[src/rtl/booth_divider_path.sv]
`default_nettype none
// ============================================================================
// Module   : booth_divider_path
// Brief    : Sequential signed restoring divider, one quotient bit per cycle.
//            Optional macro DIV_ZERO_CHECK_EN short-circuits a zero divisor.
// Revision : 1.0 - initial release
// ============================================================================
module booth_divider_path #(
    parameter int WIDTH = 8
) (
    input  logic             clk,
    input  logic             clear,
    input  logic             start,
    input  logic [WIDTH-1:0] data_in,
    output logic             busy,
    output logic             done,
    output logic [WIDTH-1:0] quotient,
    output logic [WIDTH-1:0] remainder,
    output logic             overflow,
    output logic             div_by_zero
);

    localparam int                 c_CNT_W    = $clog2(WIDTH + 1);
    localparam logic [c_CNT_W-1:0] c_CNT_LOAD = c_CNT_W'(WIDTH);
    localparam logic [c_CNT_W-1:0] c_CNT_ONE  = c_CNT_W'(1);
    localparam logic [WIDTH-1:0]   c_MIN_MAG  = {1'b1, {(WIDTH-1){1'b0}}};

    localparam logic [2:0] c_ST_IDLE      = 3'd0;
    localparam logic [2:0] c_ST_LOAD_DVSR = 3'd1;
    localparam logic [2:0] c_ST_DIVIDE    = 3'd2;
    localparam logic [2:0] c_ST_FIXUP     = 3'd3;
    localparam logic [2:0] c_ST_DONE      = 3'd4;

    logic [2:0]         r_state;
    logic [2:0]         w_next_state;
    logic [c_CNT_W-1:0] r_cnt;
    logic [WIDTH-1:0]   r_q;          // dividend magnitude, shifted out as quotient shifts in
    logic [WIDTH:0]     r_prem;
    logic [WIDTH-1:0]   r_dvsr_mag;
    logic               r_dvd_neg;
    logic               r_dvsr_neg;
    logic [WIDTH-1:0]   r_quotient;
    logic [WIDTH-1:0]   r_remainder;
    logic               r_overflow;

    logic [WIDTH-1:0]   w_mag;
    logic [WIDTH+1:0]   w_shift;
    logic [WIDTH+1:0]   w_diff;

    assign w_mag   = data_in[WIDTH-1] ? ({WIDTH{1'b0}} - data_in) : data_in;
    assign w_shift = {r_prem, r_q[WIDTH-1]};
    assign w_diff  = w_shift - {2'b00, r_dvsr_mag};

`ifdef DIV_ZERO_CHECK_EN
    logic w_dvsr_zero;
    logic r_div_by_zero;
    assign w_dvsr_zero = (data_in == {WIDTH{1'b0}});
    assign div_by_zero = r_div_by_zero;
`else
    assign div_by_zero = 1'b0;
`endif

    always_ff @(posedge clk) begin
        if (clear) begin
            r_state <= c_ST_IDLE;
        end else begin
            r_state <= w_next_state;
        end
    end

    always_comb begin
        w_next_state = r_state;
        case (r_state)
            c_ST_IDLE:      if (start) w_next_state = c_ST_LOAD_DVSR;
`ifdef DIV_ZERO_CHECK_EN
            c_ST_LOAD_DVSR: w_next_state = w_dvsr_zero ? c_ST_DONE : c_ST_DIVIDE;
`else
            c_ST_LOAD_DVSR: w_next_state = c_ST_DIVIDE;
`endif
            c_ST_DIVIDE:    if (r_cnt == c_CNT_ONE) w_next_state = c_ST_FIXUP;
            c_ST_FIXUP:     w_next_state = c_ST_DONE;
            c_ST_DONE:      w_next_state = c_ST_IDLE;
            default:        w_next_state = c_ST_IDLE;
        endcase
    end

    always_ff @(posedge clk) begin
        if (clear) begin
            r_cnt       <= '0;
            r_q         <= '0;
            r_prem      <= '0;
            r_dvsr_mag  <= '0;
            r_dvd_neg   <= 1'b0;
            r_dvsr_neg  <= 1'b0;
            r_quotient  <= '0;
            r_remainder <= '0;
            r_overflow  <= 1'b0;
`ifdef DIV_ZERO_CHECK_EN
            r_div_by_zero <= 1'b0;
`endif
        end else begin
            case (r_state)
                c_ST_IDLE: begin
                    if (start) begin
                        r_q        <= w_mag;
                        r_dvd_neg  <= data_in[WIDTH-1];
                        r_overflow <= 1'b0;
`ifdef DIV_ZERO_CHECK_EN
                        r_div_by_zero <= 1'b0;
`endif
                    end
                end
                c_ST_LOAD_DVSR: begin
                    r_dvsr_mag <= w_mag;
                    r_dvsr_neg <= data_in[WIDTH-1];
                    r_cnt      <= c_CNT_LOAD;
                    r_prem     <= '0;
`ifdef DIV_ZERO_CHECK_EN
                    if (w_dvsr_zero) begin
                        r_quotient    <= '1;
                        r_remainder   <= r_dvd_neg ? ({WIDTH{1'b0}} - r_q) : r_q;
                        r_div_by_zero <= 1'b1;
                    end
`endif
                end
                c_ST_DIVIDE: begin
                    if (!w_diff[WIDTH+1]) begin
                        r_prem <= w_diff[WIDTH:0];
                        r_q    <= {r_q[WIDTH-2:0], 1'b1};
                    end else begin
                        r_prem <= w_shift[WIDTH:0];
                        r_q    <= {r_q[WIDTH-2:0], 1'b0};
                    end
                    r_cnt <= r_cnt - c_CNT_ONE;
                end
                c_ST_FIXUP: begin
                    r_quotient  <= (r_dvd_neg ^ r_dvsr_neg) ? ({WIDTH{1'b0}} - r_q) : r_q;
                    r_remainder <= r_dvd_neg ? ({WIDTH{1'b0}} - r_prem[WIDTH-1:0])
                                             : r_prem[WIDTH-1:0];
                    // A magnitude of 2^(WIDTH-1) with like signs only arises from MIN / -1
                    r_overflow  <= !(r_dvd_neg ^ r_dvsr_neg) && (r_q == c_MIN_MAG);
                end
                default: ;
            endcase
        end
    end

    assign busy      = (r_state != c_ST_IDLE);
    assign done      = (r_state == c_ST_DONE);
    assign quotient  = r_quotient;
    assign remainder = r_remainder;
    assign overflow  = r_overflow;

endmodule
`default_nettype wire

[config.mk]
export PLATFORM = sky130hd
export DESIGN_NAME = booth_divider_path
export DESIGN_NICKNAME = d
export VERILOG_FILES = /design/src/rtl/booth_divider_path.sv
export SDC_FILE = /design/constraint.sdc
export NUM_CORES = 1
export LEC_CHECK = 0
export BUFFER_PORTS_ARGS = -buffer_cell sky130_fd_sc_hd__buf_2
export CORE_ASPECT_RATIO = 0.9
export CORE_UTILIZATION = 55
export CTS_CLUSTER_SIZE = 25
export DETAILED_ROUTE_END_ITERATION = 6
export PLACE_DENSITY = 0.74
export SLEW_MARGIN = 15
export SYNTH_ARGS = -nofsm -noshare
export SYNTH_HDL_FRONTEND = slang
export SYNTH_SLANG_ARGS = --single-unit
[constraint.sdc]
create_clock -name clk -period 5.1 [get_ports clk]
set_input_delay 0.51 -clock clk [delete_from_list [all_inputs] [get_ports clk]]
set_output_delay 0.51 -clock clk [all_outputs]
set_load 0.1 [all_outputs]
* Word-level counts from Yosys, hierarchy flattened *
Cells that the tools add are included.

word-level totals
  input bits = 11
  bits in registers = 51
  output and inout bits = 20
  logic and storage cells = 49

cells by class
  reduce and logical (&&, ||, !) cells = 11
  bitwise logic cells = 1
  add/subtract/negate cells = 5
  equality and inequality tests = 8
  multiplexer cells = 14

operators by type and width
  kind                   number
  $mux W8                4
  $sub A1 B8 Y8 const A  3
  $pmux W9 S2            1
  $pmux W8 S2            1
  $pmux W3 S4            1
  $sub A10 B8 Y10        1
  $mux W9                1
  $eq A8 B8 Y1 const B   1
  $pmux W4 S2            1
  $reduce_and A2 Y1      4
  $eq A3 B2 Y1 const B   2
  $mux W3                2
  $reduce_bool A2 Y1     3
  $eq A4 B1 Y1 const B   1
  $ne A2 B2 Y1 const B   2
  $sub A4 B1 Y4 const B  1
  $eq A3 B1 Y1 const B   1
  $eq A3 B3 Y1 const B   1
  $logic_not A3 Y1       1
  $reduce_bool A3 Y1     1
  $mux W1                2
  $pmux W1 S2            1
  $logic_and A1 B1 Y1    1
  $logic_not A1 Y1       1
  $xor A1 B1 Y1          1

* Longest topological paths before layout *
  word-level depth = 4
  gate-level depth with buffers = 10
  gate-level depth less buffers = 10

* Least setup slack after synthesis *
No wires, ideal clock.

  path type = register to output
  start point = register r_state[2]
  end point = output done
  slack = 1.821 ns
  cell stages (with the launch flop) = 3
  data required time = 4.590 ns
  buffers on the path = 1
  data arrival time = 2.769 ns
  cells stage by stage = dfxtp_1 clkbuf_1 nor3b_1

between the ends
  longest elaborated chain between the ends = 1

RTL lines
  element                 RTL line  source
  start, declared         34        logic [2:0] r_state;
  start signal, assigned  65        r_state <= c_ST_IDLE;
  start signal, assigned  67        r_state <= w_next_state;
  $eq A3 B3 Y1            149       assign done = (r_state == c_ST_DONE);
  end, declared           16        output logic done,

Every way passes these cells.

* Worst setup path after layout *
  start point = register r_q[7]
  end point = register r_prem[8]

between the ends
  longest elaborated chain between the ends = 3

RTL lines
  element                 RTL line  source
  start, declared         37        logic [WIDTH-1:0] r_q;
  start signal, assigned  105       r_q <= w_mag;
  start signal, assigned  129       r_q <= {r_q[WIDTH-2:0], 1'b1};
  start signal, assigned  132       r_q <= {r_q[WIDTH-2:0], 1'b0};
  $sub A10 B8 Y10         52        assign w_diff = w_shift - {2'b00, r_dvsr_mag};
  $mux W9                 127       if (!w_diff[WIDTH+1]) begin
  $pmux W9 S2             102       case (r_state)
  end signal, assigned    128       r_prem <= w_diff[WIDTH:0];
  end signal, assigned    131       r_prem <= w_shift[WIDTH:0];
  end, declared           38        logic [WIDTH:0] r_prem;

Every way passes these cells.
A chain may end at the register's enable or synchronous reset.

==> run summary <==
Slew headroom -> 46.27%
FF-to-FF setup slack -> 2.81 ns
Area occupied by multi-input gates -> 0.001682 mm²
Max-cap viol count -> 0
Final #Nets -> 381
Achievable frequency -> 436.0 MHz
Mapped Nets -> 361
I/O pin cnt -> 31
Pin count of the biggest net entering global routing -> 46
Final Util -> 64.16%
Most frequent CP cell -> inv_1
TNS Setup -> 0 ns
Hold WC Path Type -> flop to flop
# setup viols final -> 0
Leakage power -> 1.265 nW
Reg2reg end -> r_prem[8]
Hold Path Depth -> 2
CP Launch Type -> flop
First-pass GRT wire length -> 9.701 mm
Worst clock skew -> 0.01052 ns
Synth Flop Type -> dfxtp_1
CP required -> 5.30 ns
Num CTS Buffers -> 5
Register area -> 0.001021 mm²
Initial DRC Count -> 160
Number of antenna violations at the first check in global routing -> 0
CP arrival -> 2.50 ns
CORE AREA -> 0.004895 mm²
Final Routed Wirelength -> 5.790 mm
Post-layout min period -> 2.294 ns
CTS tree -> yes
P&R area growth vs syn -> 10.52%
CP Capture Type -> flop
Outcome -> complete, no violations
Number of flops mapped to enable cells by yosys -> 0
Syn Area/Cell -> 8.457 µm²
FILL cells -> 433
H-tree levels -> 2
Synth cell types -> 53
Clock Pin Slew Worst Setup and Hold Paths -> 0.09 ns
Setup CP Type -> flop to flop
Final period utilization -> 44.97%
Total Power Consumption -> 0.001134 W
Root Buffer -> clkbuf_8
Routability cong. -> 0.8244
Hold Crit Start -> overflow
Clock sinks -> 51
Crit-path max FO -> 3
Actual slew at the worst max-slew pin -> 0.8002 ns
Vias in the first global route -> 2106
Seq/Total Area, Yosys -> 35.93%
Cells after Synth -> 336
IO buf count -> 29
Detailed Routing Iterations Pass 1 -> 4
Post-CTS Setup Bufs -> 0
Worst-Skew Late Latency -> 0.30 ns
Drt wl/cell -> 13.72 µm
Grt ovf -> 0
Yosys warns -> 0
Post-route ant nets -> 0
Reg2reg path depth -> 10
Tightest hold margin -> 0.4710 ns
CP max-delay cell -> a221oi_1
Mapped Area -> 0.002841 mm²
Seq cells post-synth -> 51
Hold Violations, Final -> 0
Die Y -> 70.19 µm
Maximum VDD drop -> 0.2172 mV
Ys async rst share -> 0%
CTS max path bufs -> 2
Critical path cell sequence -> inv_1 -> ha_1 -> inv_1 -> fa_1 -> a21o_1 -> a221oi_1 -> o21bai_1 -> a21oi_1 -> nand4b_1 -> o311a_1
Crit-path leading delay family -> compound AO/OA/AOI/OAI gates
Placement Setup Slack -> 2.818 ns
Worst Hold Endpoint -> overflow
Vias/cell -> 5.573
Pwr dens -> 361.0 mW/mm²
Die Area -> 0.005458 mm²
Buf/Inv on CP -> 2
Slew Limit Fails -> 0
Post-CTS sizing -> 0
Total Routing Usage GR -> 22.51%
Worst R2R Start -> r_q[7]
Via Count -> 2352
Die Wd -> 77.77 µm
Num rows -> 24
RSZ-0062 raised after global routing -> false
Starting density of the core -> 58.05%
Cts hold-fix bufs -> 0
Slowest Stage Delay on Critical Path -> 0.40 ns
Residual DRC -> 0
Post-DP HPWL -> 4.198 mm
Final WS setup -> 2.806 ns
Antenna Cells -> 0
Share of cells above drive strength 1 -> 13.45%
## report_power, final
part / internal (W) / switching (W)
Sequential: 0.000423 / 0.0000304
Clock: 0.000196 / 0.000133
Combinational: 0.000144 / 0.000208
## cell type report
| type | count | share of cell area, % |
|---|---|---|
| Clock inverter | 2 | 1.912 |
| Tap cell | 65 | 2.590 |
| Inverter | 19 | 2.271 |
| Sequential cell | 51 | 32.51 |
| Clock buffer | 6 | 2.311 |
| Multi-Input combinational cell | 249 | 53.55 |
| Timing Repair Buffer | 30 | 4.861 |
## state kept, by name, indices dropped and copies added, names as in the netlist
register,flops
quotient,8
r_state,3
r_dvsr_mag,8
r_dvsr_neg,1
remainder,8
r_cnt,4
r_q,8
r_prem,9
overflow,1
r_dvd_neg,1
## cells in the final DEF (no fill, tap or decap), types with 8 or more instances in the layout
| cell | count |
|---|---|
| nand2_1 | 25 |
| xor2_1 | 8 |
| xnor2_1 | 15 |
| a21oi_1 | 20 |
| nor2_1 | 53 |
| dfxtp_1 | 51 |
| a211oi_1 | 14 |
| ha_1 | 13 |
| mux2i_1 | 17 |
| buf_2 | 29 |
| a22oi_1 | 9 |
| inv_1 | 18 |
## worst max path at each step
stage	slack, ns	to	cells past startpoint	from
5_1_grt	2.56	r_prem[8]	10	r_q[7]
2_1_floorplan	1.82	done	2	r_state[2]
3_3_place_gp	2.88	r_prem[8]	10	r_q[7]
4_1_cts	2.81	r_prem[8]	10	r_q[7]
6_report	2.81	r_prem[8]	10	r_q[7]
3_5_place_dp	2.82	r_prem[8]	10	r_q[7]
## cell families after synthesis
logic type | share of synthesized area [%]
multiplexers | 6.517
other | 0.1320
AO/OA/AOI/OAI | 19.07
adder cells (fa/ha/maj) | 6.429
buffers and inverters | 5.196
AND/OR/NAND/NOR | 18.67
XOR/XNOR | 8.058
flip-flops | 35.93
## through the flow
step | cells | cell area (µm²)
6_report | 422 | 3141
5_1_grt | 422 | 3141
4_1_cts | 422 | 3134
3_5_place_dp | 414 | 3002
3_3_place_gp | 414 | 3002
2_1_floorplan | 336 | 2841
## Yosys cell counts (2+ instances only)
| cell type | count | area share, % |
|---|---|---|
| nor2b_1 | 3 | 0.66 |
| ha_1 | 13 | 5.7 |
| xnor2_1 | 15 | 4.6 |
| or3_1 | 3 | 0.66 |
| nor2_1 | 54 | 7.1 |
| nor4_1 | 3 | 0.66 |
| a21boi_0 | 2 | 0.53 |
| o21ai_0 | 2 | 0.35 |
| o21bai_1 | 2 | 0.53 |
| a22oi_1 | 9 | 2.4 |
| a221oi_1 | 2 | 0.62 |
| nand2b_1 | 6 | 1.3 |
| inv_1 | 18 | 2.4 |
| a21oi_1 | 20 | 3.5 |
| a211oi_1 | 14 | 3.7 |
| clkbuf_1 | 14 | 1.8 |
| nor3_1 | 7 | 1.2 |
| a311oi_1 | 2 | 0.62 |
| and2_1 | 2 | 0.44 |
| nor4b_1 | 2 | 0.62 |
| dfxtp_1 | 51 | 36 |
| nand2_1 | 25 | 3.3 |
| nor3b_1 | 2 | 0.53 |
| a21o_1 | 4 | 1.1 |
| xor2_1 | 8 | 2.5 |
| mux2i_1 | 17 | 6.0 |
| o21ai_1 | 7 | 1.2 |
| o31ai_1 | 4 | 1.1 |
## routing by layer
metal  share of wire [%]  vias to the layer above  routed length, µm  global-route usage, %
li1                    -                     1206                  -                      -
met1                  49                     1095               2827                  29.98
met2                  47                       41               2721                  36.77
met3                 2.7                       10                156                  4.052
met4                 1.5                        0                 84                  7.128
met5                   0                        -                  0                      0
## worst min-delay path: stages, from the launching register on
cell,delay [ns]
dfxtp_1,0.33
nand2_1,0.05
a21oi_1,0.05
No activity file was read; power rests on OpenSTA's default activity.
